File: src/rtl/divider_n.sv
// Iterative restoring divider for DIV/DIVU/REM/REMU: one quotient bit per cycle,
// with a single-cycle fast path for divide-by-zero, overflow, identical and small-dividend cases.
module divider_n #(
    parameter int WIDTH     = 32,
    parameter int EARLY_OUT = 1
) (
    input  logic             clk,
    input  logic             reset,
    input  logic             START_DIV,
    input  logic [1:0]       CMD_RD,
    input  logic [WIDTH-1:0] OP1_SE,
    input  logic [WIDTH-1:0] OP2_SE,
    input  logic             KILL_DIV,
    output logic             BUSY_DIV,
    output logic             DONE_DIV,
    output logic [WIDTH-1:0] RES_DIV
);

    localparam int               CNT_W    = $clog2(WIDTH) + 1;
    localparam logic [CNT_W-1:0] CNT_LAST = CNT_W'(WIDTH - 1);
    localparam logic [CNT_W-1:0] CNT_ONE  = CNT_W'(1);
    localparam logic [WIDTH-1:0] ONE      = WIDTH'(1);
    localparam logic [WIDTH-1:0] MIN_NEG  = {1'b1, {(WIDTH-1){1'b0}}};

    typedef enum logic [1:0] {
        S_IDLE  = 2'd0,
        S_SETUP = 2'd1,
        S_RUN   = 2'd2,
        S_DONE  = 2'd3
    } state_t;

    function automatic logic [WIDTH-1:0] negate(input logic [WIDTH-1:0] v);
        return ~v + ONE;
    endfunction

    function automatic logic [WIDTH-1:0] magnitude(input logic [WIDTH-1:0] v, input logic is_signed);
        return (is_signed && v[WIDTH-1]) ? negate(v) : v;
    endfunction

    state_t             state_q;
    logic [1:0]         cmd_q;
    logic [WIDTH-1:0]   op1_q;
    logic [WIDTH-1:0]   op2_q;
    logic [WIDTH-1:0]   quo_q;
    logic [WIDTH-1:0]   res_q;
    logic [2*WIDTH-1:0] rem_q;
    logic [2*WIDTH-1:0] dvs_q;
    logic               q_sign_q;
    logic               r_sign_q;
    logic [CNT_W-1:0]   cnt_q;

    logic               in_signed;
    logic               div_zero;
    logic               ovf;
    logic               ident;
    logic               early;
    logic               fast;
    logic               accept;
    logic [WIDTH-1:0]   fast_quo;
    logic [WIDTH-1:0]   fast_rem;

    // Fast-path detection on the raw request; earlier tests take precedence.
    always_comb begin
        in_signed = CMD_RD[0];
        div_zero  = (OP2_SE == '0);
        ovf       = in_signed && (OP1_SE == MIN_NEG) && (OP2_SE == '1);
        ident     = (OP1_SE == OP2_SE);
        early     = (EARLY_OUT != 0) &&
                    (magnitude(OP1_SE, in_signed) < magnitude(OP2_SE, in_signed));
        fast      = div_zero || ovf || ident || early;
        accept    = (state_q == S_IDLE) && START_DIV && !KILL_DIV;
        fast_quo  = '0;
        fast_rem  = OP1_SE;
        if (div_zero) begin
            fast_quo = '1;
            fast_rem = OP1_SE;
        end else if (ovf) begin
            fast_quo = OP1_SE;
            fast_rem = '0;
        end else if (ident) begin
            fast_quo = ONE;
            fast_rem = '0;
        end
    end

    logic               step_ge;
    logic [2*WIDTH-1:0] step_diff;
    logic               sel_rem;
    logic [WIDTH-1:0]   quo_fin;
    logic [WIDTH-1:0]   rem_fin;
    logic [WIDTH-1:0]   result;

    always_comb begin
        step_ge   = (rem_q >= dvs_q);
        step_diff = rem_q - dvs_q;
        quo_fin   = q_sign_q ? negate(quo_q) : quo_q;
        rem_fin   = r_sign_q ? negate(rem_q[WIDTH-1:0]) : rem_q[WIDTH-1:0];
        sel_rem   = (cmd_q == 2'b00) || (cmd_q == 2'b11);
        result    = sel_rem ? rem_fin : quo_fin;
    end

    // A kill in the DONE cycle suppresses both the pulse and the result update.
    assign BUSY_DIV = (state_q != S_IDLE);
    assign DONE_DIV = (state_q == S_DONE) && !KILL_DIV;
    assign RES_DIV  = DONE_DIV ? result : res_q;

    always_ff @(posedge clk) begin
        if (reset) begin
            state_q  <= S_IDLE;
            cmd_q    <= '0;
            q_sign_q <= 1'b0;
            r_sign_q <= 1'b0;
            cnt_q    <= '0;
            res_q    <= '0;
        end else begin
            case (state_q)
                S_IDLE: begin
                    if (accept) begin
                        cmd_q <= CMD_RD;
                        op1_q <= OP1_SE;
                        op2_q <= OP2_SE;
                        if (fast) begin
                            quo_q    <= fast_quo;
                            rem_q    <= {{WIDTH{1'b0}}, fast_rem};
                            q_sign_q <= 1'b0;
                            r_sign_q <= 1'b0;
                            state_q  <= S_DONE;
                        end else begin
                            state_q  <= S_SETUP;
                        end
                    end
                end
                S_SETUP: begin
                    if (KILL_DIV) begin
                        state_q <= S_IDLE;
                    end else begin
                        rem_q    <= {{WIDTH{1'b0}}, magnitude(op1_q, cmd_q[0])};
                        dvs_q    <= {1'b0, magnitude(op2_q, cmd_q[0]), {(WIDTH-1){1'b0}}};
                        quo_q    <= '0;
                        q_sign_q <= cmd_q[0] & (op1_q[WIDTH-1] ^ op2_q[WIDTH-1]);
                        r_sign_q <= cmd_q[0] & op1_q[WIDTH-1];
                        cnt_q    <= '0;
                        state_q  <= S_RUN;
                    end
                end
                // Divisor starts at |op2| << (WIDTH-1) and walks right one bit per step.
                S_RUN: begin
                    if (KILL_DIV) begin
                        state_q <= S_IDLE;
                    end else begin
                        if (step_ge) begin
                            rem_q <= step_diff;
                        end
                        quo_q <= {quo_q[WIDTH-2:0], step_ge};
                        dvs_q <= {1'b0, dvs_q[2*WIDTH-1:1]};
                        cnt_q <= cnt_q + CNT_ONE;
                        if (cnt_q == CNT_LAST) begin
                            state_q <= S_DONE;
                        end
                    end
                end
                S_DONE: begin
                    if (!KILL_DIV) begin
                        res_q <= result;
                    end
                    state_q <= S_IDLE;
                end
                default: state_q <= S_IDLE;
            endcase
        end
    end

endmodule

File: config.mk
export PLATFORM = sky130hd
export DESIGN_NAME = divider_n
export DESIGN_NICKNAME = d
export VERILOG_FILES = /design/src/rtl/divider_n.sv
export SDC_FILE = /design/constraint.sdc
export NUM_CORES = 1
export LEC_CHECK = 0
export ABC_AREA = 1
export BUFFER_PORTS_ARGS = -buffer_cell sky130_fd_sc_hd__buf_4
export CAP_MARGIN = 0
export CORE_ASPECT_RATIO = 0.8
export CORE_MARGIN = 2
export CORE_UTILIZATION = 50
export CTS_CLUSTER_SIZE = 20
export DETAILED_ROUTE_END_ITERATION = 16
export GPL_ROUTABILITY_DRIVEN = 0
export MAX_ROUTING_LAYER = met4
export PLACE_DENSITY = 0.69
export SYNTH_ARGS = -nofsm -noshare
export SYNTH_HDL_FRONTEND = slang
export SYNTH_SLANG_ARGS = --single-unit
File: constraint.sdc
create_clock -name clk -period 6.2 [get_ports clk]
set_clock_uncertainty 0.1 [all_clocks]
set_input_delay 0.62 -clock clk [delete_from_list [all_inputs] [get_ports clk]]
set_output_delay 0.62 -clock clk [all_outputs]
set_load 0.03 [all_outputs]
==> results.py, run 1 <==
metrics = {
    "outcome": {
        "outcome": "finished, final reports clean",
    },
    "global_routing": {
        "grt_pass1_wl_um": 119000,
        "grt_use_total_pct": 32.8,
        "gr-total-overflow": 0,
        "antenna_found_initial": 0,
        "grt_pass1_vias": 21410,
        "grt_max_degree": 77,
    },
    "clocking": {
        "clockRootBuffer": "clkbuf_16",
        "cts_setup_buffers": 0,
        "cts.repair.resized": 0,
        "cts_hold_buf": 0,
        "cts_buffer_depth": 3,
        "htree_num_levels": 1,
        "cts.sinks": 267,
        "cts_buffers": 31,
        "cts_tree": "yes",
        "clk_latency_ns": 0.61,
        "clkSlewWorstSetupHoldPaths_ns": 0.06,
    },
    "critical_path": {
        "worst_path_most_repeated_cell": "nand2_1",
        "critPathSlowestCell": "clkinv_1",
        "cp_slowest_stage_delay_ns": 0.56,
        "path_cells": "buf_4, nand2_1, clkinv_1, nand2_2, nand2_2, nor2_2, o21ai_1, xor2_1, ha_1, a21oi_1, o21ai_0, nand2_1, nand2_1, a21oi_1, nand2_1, nand3_2, nand3_1, nor2_4, buf_12",
        "worstSetupPathType": "in -> reg",
        "worstPathRequired_ns": 6.36,
        "worstReg2RegEnd": "rem_q[57]",
        "critPathArrivalTime_ns": 4.36,
        "cp-end-kind": "flip-flop",
        "path_buf_inv": 3,
        "cp_top_family": "simple AND/OR/NAND/NOR gates",
        "worst-r2r-cell-count": 17,
        "r2r_start": "rem_q[0]",
        "r2r_slack_ns": 2.52,
        "critPathMaxFanout": 64,
        "start_kind": "input port",
    },
    "route": {
        "firstDrtPassIters": 10,
        "drc": 0,
        "drt_wl_total_um": 77000,
        "avgRoutedWirePerCell_um": 18.7,
        "postRouteAntennaNets": 0,
        "via_count": 23937,
        "drtIter0Drc": 3466,
        "vias_per_cell": 5.81,
    },
    "final_layout": {
        "area_delta_synth_final_pct": 11.1,
        "n_fill_cell": 4208,
        "final_common_cell": "nand2_1",
        "final_cell_mix": "nand2_1, inv_1, nor2_1",
        "nNetsFinal": 3670,
        "drive_gt1_share_pct": 7.76,
        "diodes": 0,
    },
    "synth": {
        "syn_area_per_cell_sq_um": 6.62,
        "synthCells": 3417,
        "synth_seq_cells": 267,
        "syn-num-nets": 3595,
        "ys_types": 51,
        "synth_warnings": 0,
        "yosysSeqAreaShare_pct": 33.5,
        "synth_area_sq_um": 22600,
    },
    "timing": {
        "hold_viol_final": 0,
        "rsz0062_at_grt": "false",
        "worst_slew_pin_slew_ns": 1.34,
        "fin_crit_ns": 4.20,
        "final-setup-viol-count": 0,
        "max_freq_mhz": 238,
        "timing.hold.ws_ns": 0.126,
        "slew_viol_final": 0,
        "fin_crit_sh_pct": 67.7,
        "tns_ns": 0,
        "relSlewSlack_pct": 10.4,
    },
    "min_path": {
        "min-delay-start": "OP1_SE[0]",
        "min_path_cells": 1,
        "worstHoldEndpoint": "op1_q[0]",
        "hold_class": "in -> reg",
    },
    "placed_design": {
        "numPortBuffers": 103,
        "dp_hpwl_um": 60800,
    },
    "floorplan": {
        "die_w_um": 242,
        "start_util_pct": 50.8,
        "core_sq_um": 44500,
        "die_h_um": 194,
        "rows": 69,
        "die_area_sq_um": 47000,
        "ioPinCount": 104,
    },
    "power": {
        "peakVddDrop_mv": 0.280,
        "p_per_area_nw_per_um2": 417,
        "cellLeakagePower_nw": 11.5,
    },
    "run": {
        "cap_violations": 0,
    },
}
-- registers in the layout, summed over array words and instances (netlist names) --
signal	flops
cnt_q	6
r_sign_q	1
cmd_q	2
op2_q	32
quo_q	32
rem_q	64
q_sign_q	1
state_q	2
dvs_q	63
op1_q	32
res_q	32
-- per-layer routing --
metal / GRT usage (%) / up-vias / wire (um)
li1: - / 11358 / -
met1: 48.7 / 10860 / 34200
met2: 44.9 / 1546 / 30400
met3: 6.05 / 173 / 9790
met4: 10.1 / 0 / 2590
met5: - / - / 0
-- logic make-up after synthesis --
logic type / count (synthesis) / synth area share [%]
and+or+nand+nor: 1769 / 33.0
adders and majority gates: 108 / 6.01
xor gates and xnor gates: 75 / 2.90
AOI/OAI and AO/OA: 581 / 14.2
DFF: 267 / 33.5
buffers and inverters: 617 / 10.3
-- report_power, final --
| part | internal, mW | switching (mW) | leakage, nW |
|---|---|---|---|
| sequential | 2.56 | 0.287 | 2.43 |
| clock | 1.22 | 0.819 | 0.552 |
| combinational | 1.61 | 3.99 | 8.47 |
| total | 5.39 | 5.09 | 11.5 |
-- cells in the mapped netlist (all sizes together) --
master | instances | share of area (%)
nor4 | 15 | 0.41
nand2 | 878 | 15
nor2 | 466 | 7.9
fa | 1 | 0.088
a21oi | 223 | 4.9
o21bai | 11 | 0.37
clkbuf | 47 | 0.78
a31oi | 20 | 0.55
or2 | 19 | 0.53
a211oi | 1 | 0.033
inv | 535 | 8.9
o32ai | 3 | 0.12
a32oi | 1 | 0.039
a21o | 14 | 0.46
ha | 107 | 5.9
o22ai | 5 | 0.14
and3 | 1 | 0.028
dfxtp | 44 | 3.9
nor3 | 68 | 1.6
nor3b | 4 | 0.13
xor2 | 64 | 2.5
buf | 28 | 0.57
edfxtp | 223 | 30
o211ai | 12 | 0.42
nand3 | 243 | 5.6
a32o | 1 | 0.044
o21ai | 244 | 5.5
and2 | 5 | 0.14
o41ai | 1 | 0.039
clkinv | 7 | 0.12
o31ai | 29 | 1.0
nand4 | 52 | 1.5
a21boi | 6 | 0.20
nand3b | 18 | 0.60
xnor2 | 11 | 0.43
o21a | 10 | 0.33
-- how the worst max path moves through the flow --
| stage | start | endpoint | slack [ns] | depth (start not counted) |
|---|---|---|---|---|
| 6_report | OP2_SE[31] | rem_q[57] | 2.00 | 19 |
| 5_1_grt | OP2_SE[31] | rem_q[57] | 1.81 | 18 |
| 4_1_cts | cmd_q[0] | RES_DIV[17] | 2.14 | 9 |
| 3_5_place_dp | OP2_SE[31] | rem_q[50] | 1.56 | 19 |
| 3_3_place_gp | OP2_SE[31] | rem_q[56] | 1.61 | 19 |
| 2_1_floorplan | OP1_SE[0] | rem_q[0] | 0.14 | 22 |
-- final cells by class --
type / instances / area (sq um) / area share, %
sequential: 267 / 7580 / 30.2
timing repair buffer: 117 / 891 / 3.55
clock inverter: 17 / 246 / 0.981
inverter: 542 / 2030 / 8.10
multi-input combinational: 2533 / 12700 / 50.7
clock buffer: 41 / 886 / 3.53
tap: 603 / 754 / 3.00
-- per-stage QoR --
step | setup WS, ns | instances | utilization (%) | area, sq um | total power, mW
final | 2.00 | 4120 | 56.4 | 25100 | 10.5
after global routing | 1.81 | 4120 | 56.4 | 25100 | 11.1
after CTS | 2.14 | 4120 | 56.4 | 25100 | 10.3
after detailed placement | 1.56 | 4062 | 53.9 | 24000 | 8.22
after global placement | 1.61 | 4062 | 53.9 | 24000 | 8.13
after floorplan | 0.138 | 3417 | - | 22600 | 6.52
-- worst reg2reg max path, delay by kind of cell (launching register included) --
family / cells / cell delay (ns)
AOI/OAI and AO/OA: 1 / 0.15
adders and majority gates: 2 / 0.76
buffers and inverters: 3 / 0.49
DFF: 1 / 0.41
and+or+nand+nor: 11 / 1.41
No activity file was read; power rests on OpenSTA's default activity.
==> run 2: changes to the inputs <==
--- a/config.mk
+++ b/config.mk
@@ -5,7 +5,7 @@
 export SDC_FILE = /design/constraint.sdc
 export NUM_CORES = 1
 export LEC_CHECK = 0
-export ABC_AREA = 1
+export ABC_AREA = 0
 export BUFFER_PORTS_ARGS = -buffer_cell sky130_fd_sc_hd__buf_4
 export CAP_MARGIN = 0
 export CORE_ASPECT_RATIO = 0.8
@@ -15,7 +15,7 @@
 export DETAILED_ROUTE_END_ITERATION = 16
 export GPL_ROUTABILITY_DRIVEN = 0
 export MAX_ROUTING_LAYER = met4
-export PLACE_DENSITY = 0.69
+export PLACE_DENSITY = 0.66
 export SYNTH_ARGS = -nofsm -noshare
 export SYNTH_HDL_FRONTEND = slang
 export SYNTH_SLANG_ARGS = --single-unit
==> constraint.sdc (replaced) <==
create_clock -name clk -period 4.3 [get_ports clk]
set_clock_uncertainty 0.1 [all_clocks]
set_input_delay 0.43 -clock clk [delete_from_list [all_inputs] [get_ports clk]]
set_output_delay 0.43 -clock clk [all_outputs]
set_load 0.03 [all_outputs]
==> run 2 against run 1 <==
  * The flow now finishes with violations (setup timing)
  * Flip-flop and latch count is the same
  * Synthesized cell count shrank 36%
  * Critical path type unchanged
  * Count of clock-buffer cells in the layout shrank 7
  * Highest routed layer unchanged
  * Critical endpoint is now rem_q[39]
==> results.py, run 2 <==
metrics = {
    "critical_path": {
        "critPathSlowestCell": "or4_4",
        "worst_path_most_repeated_cell": "a21o_1",
        "cp_top_family": "simple AND/OR/NAND/NOR gates",
        "critPathArrivalTime_ns": 4.66,
        "path_buf_inv": 4,
        "cp-end-kind": "flip-flop",
        "cp-startpoint": "OP1_SE[10]",
        "cp_slowest_stage_delay_ns": 0.54,
        "critPathMaxFanout": 8,
        "worstSetupPathType": "in -> reg",
        "start_kind": "input port",
        "r2r_start": "rem_q[0]",
        "path_cells": "buf_4, or4_4, nor4_4, nand2_2, nor3b_4, a21oi_2, xor2_1, ha_1, a21o_1, a21o_1, a21o_1, a211o_1, or4_4, o21a_4, nor4_4, o21a_4, buf_6, buf_6, buf_16",
        "worstPathRequired_ns": 4.49,
    },
    "synth": {
        "ys_types": 78,
        "async_flop_share_pct": 0,
        "syn-num-nets": 2366,
        "synth_area_sq_um": 19400,
        "synth_seq_cells": 267,
        "yosys.area.top_type_share_pct": 34.6,
        "synth_warnings": 0,
        "synth.area.top_cells": "edfxtp_1, ha_1, xnor2_1, nand2_1, xor2_1",
        "syn_area_per_cell_sq_um": 8.84,
        "synth_flop_cell": "edfxtp_1",
        "synth_commonest_cells": "nand2_1, edfxtp_1, nor2_1, a21oi_1, xnor2_1",
        "yosysTopAreaCell": "edfxtp_1",
        "synth_edf_count": 223,
        "synth_most_common_cell": "nand2_1",
        "yosysSeqAreaShare_pct": 39.2,
        "synthCells": 2188,
    },
    "floorplan": {
        "core_sq_um": 38200,
        "rows": 64,
        "start_util_pct": 50.7,
        "ioPinCount": 104,
        "die_h_um": 180,
        "die_w_um": 224,
        "die_area_sq_um": 40300,
    },
    "placed_design": {
        "numPortBuffers": 103,
        "dp_hpwl_um": 45500,
    },
    "global_routing": {
        "gr-total-overflow": 0,
        "grt_max_degree": 68,
        "grt_use_total_pct": 30.1,
        "grt_pass1_vias": 16873,
        "grt_pass1_wl_um": 93100,
        "antenna_found_initial": 1,
    },
    "clocking": {
        "cts_tree": "yes",
        "clockRootBuffer": "clkbuf_16",
        "cts_buffer_depth": 3,
        "htree_num_levels": 1,
        "cts_buffers": 30,
        "clkSlewWorstSetupHoldPaths_ns": 0.06,
        "cts.sinks": 267,
        "clk_latency_ns": 0.58,
    },
    "outcome": {
        "violations": "setup timing",
        "outcome": "finished with violations",
    },
    "final_layout": {
        "largest_reg_flops": 64,
        "drive_gt1_share_pct": 18.4,
        "final_cell_mix": "nand2_1, buf_4, edfxtp_1",
        "reg_top3": "rem_q x64, dvs_q x63",
        "area_delta_synth_final_pct": 22.3,
        "final_common_cell": "nand2_1",
        "largest_register": "rem_q",
        "n_fill_cell": 3213,
        "multi_input_area_sq_um": 11500,
        "nNetsFinal": 2603,
        "fin_util_pct": 62.0,
        "seqCellArea_sq_um": 7580,
    },
    "timing": {
        "rsz0062_at_grt": "true",
        "finalWorstSetupSlack_ns": -0.173,
        "timing.hold.ws_ns": 0.0188,
        "max_freq_mhz": 224,
        "relSlewSlack_pct": 41.1,
        "final-setup-viol-count": 76,
        "slew_viol_final": 0,
        "fin_crit_ns": 4.47,
        "tns_ns": -8.09,
        "worst_slew_pin_slew_ns": 0.883,
        "fin_crit_sh_pct": 104,
        "hold_viol_final": 0,
    },
    "route": {
        "postRouteAntennaNets": 0,
        "via_count": 17705,
        "vias_per_cell": 6.01,
        "firstDrtPassIters": 5,
        "drtIter0Drc": 1975,
        "drc": 0,
        "drt_wl_total_um": 60300,
        "avgRoutedWirePerCell_um": 20.5,
    },
    "power": {
        "finalPower_mw": 12.3,
        "peakVddDrop_mv": 0.426,
        "p_per_area_nw_per_um2": 520,
        "cellLeakagePower_nw": 9.44,
    },
    "min_path": {
        "hold_class": "in -> reg",
        "min-delay-start": "OP2_SE[29]",
    },
    "run": {
        "cap_violations": 0,
    },
}
## run 2: changes by cell type in the layout (fill, tap and decap cells not counted), sizes merged, moves of 48 or more
cell,delta
nor2,-284
xnor2,+137
a21oi,-73
inv,-426
xor2,+48
o21ai,-85
buf,+183
nand2,-571
nand3,-210
## run 2: cell families (layout without fill, tap and decap cells)
family | after synthesis | after routing | synth area share [%]
AOI/OAI and AO/OA | 557 | 557 | 18.4
xor gates and xnor gates | 260 | 260 | 11.8
adders and majority gates | 108 | 108 | 7.02
buffers and inverters | 206 | 467 | 4.02
DFF | 267 | 267 | 39.2
muxes | 13 | 13 | 0.698
other | 0 | 1 | 0
and+or+nand+nor | 777 | 777 | 19.0
## run 2: path summary, 6_finish.rpt
path | slack (ns) | endpoint | cells after the start
max | -0.17 | rem_q[39] | 19
min reg2reg | 0.36 | res_q[7] | 2
min | 0.02 | op2_q[29] | 1
max reg2reg | 0.05 | rem_q[39] | 18
## run 2: final cells by class
class                   count  share of cell area, %
multi-input cells        1715                   48.5
repair buffers            303                   10.8
well taps                 495                   2.62
diodes                      1                 0.0106
flip-flops and latches    267                   32.0
clock inverters            22                   1.00
clock buffers              34                   3.41
inverters                 108                   1.71
## run 2: stage by stage
step / cells / setup slack (ns) / cell area (sq um)
finish: 2945 / -0.173 / 23700
global route: 2945 / -0.262 / 23700
CTS: 2925 / -0.127 / 23300
detailed placement: 2845 / -0.917 / 21700
global placement: 2845 / -0.776 / 21700
floorplan: 2188 / -2.11 / 19500
## run 2: power by group
| part | total (mW) | leakage [nW] | internal [mW] | switching [mW] |
|---|---|---|---|---|
| Sequential | 3.83 | 2.44 | 3.48 | 0.358 |
| Combinational | 5.77 | 6.49 | 2.29 | 3.48 |
| Clock | 2.72 | 0.506 | 1.55 | 1.16 |
## run 2: what timing repair did
item                                    in CTS  in global routing
endpoints found under the setup margin     114                116
pin swaps                                   15                 29
setup buffers                               19                 18
gates cloned                                 5                  1
endpoints found under the hold margin        2                  0
resized for setup                           64                 32
hold buffers                                 2                  0
## run 2: metal layers
layer,track usage [%],wire [um],part of all wire (%),vias up
met3,5.79,5630,9.3,141
met4,9.36,1980,3.3,0
li1,-,-,-,8372
met5,-,0,0,-
met1,42.7,27000,45,8384
met2,43.4,25600,43,808
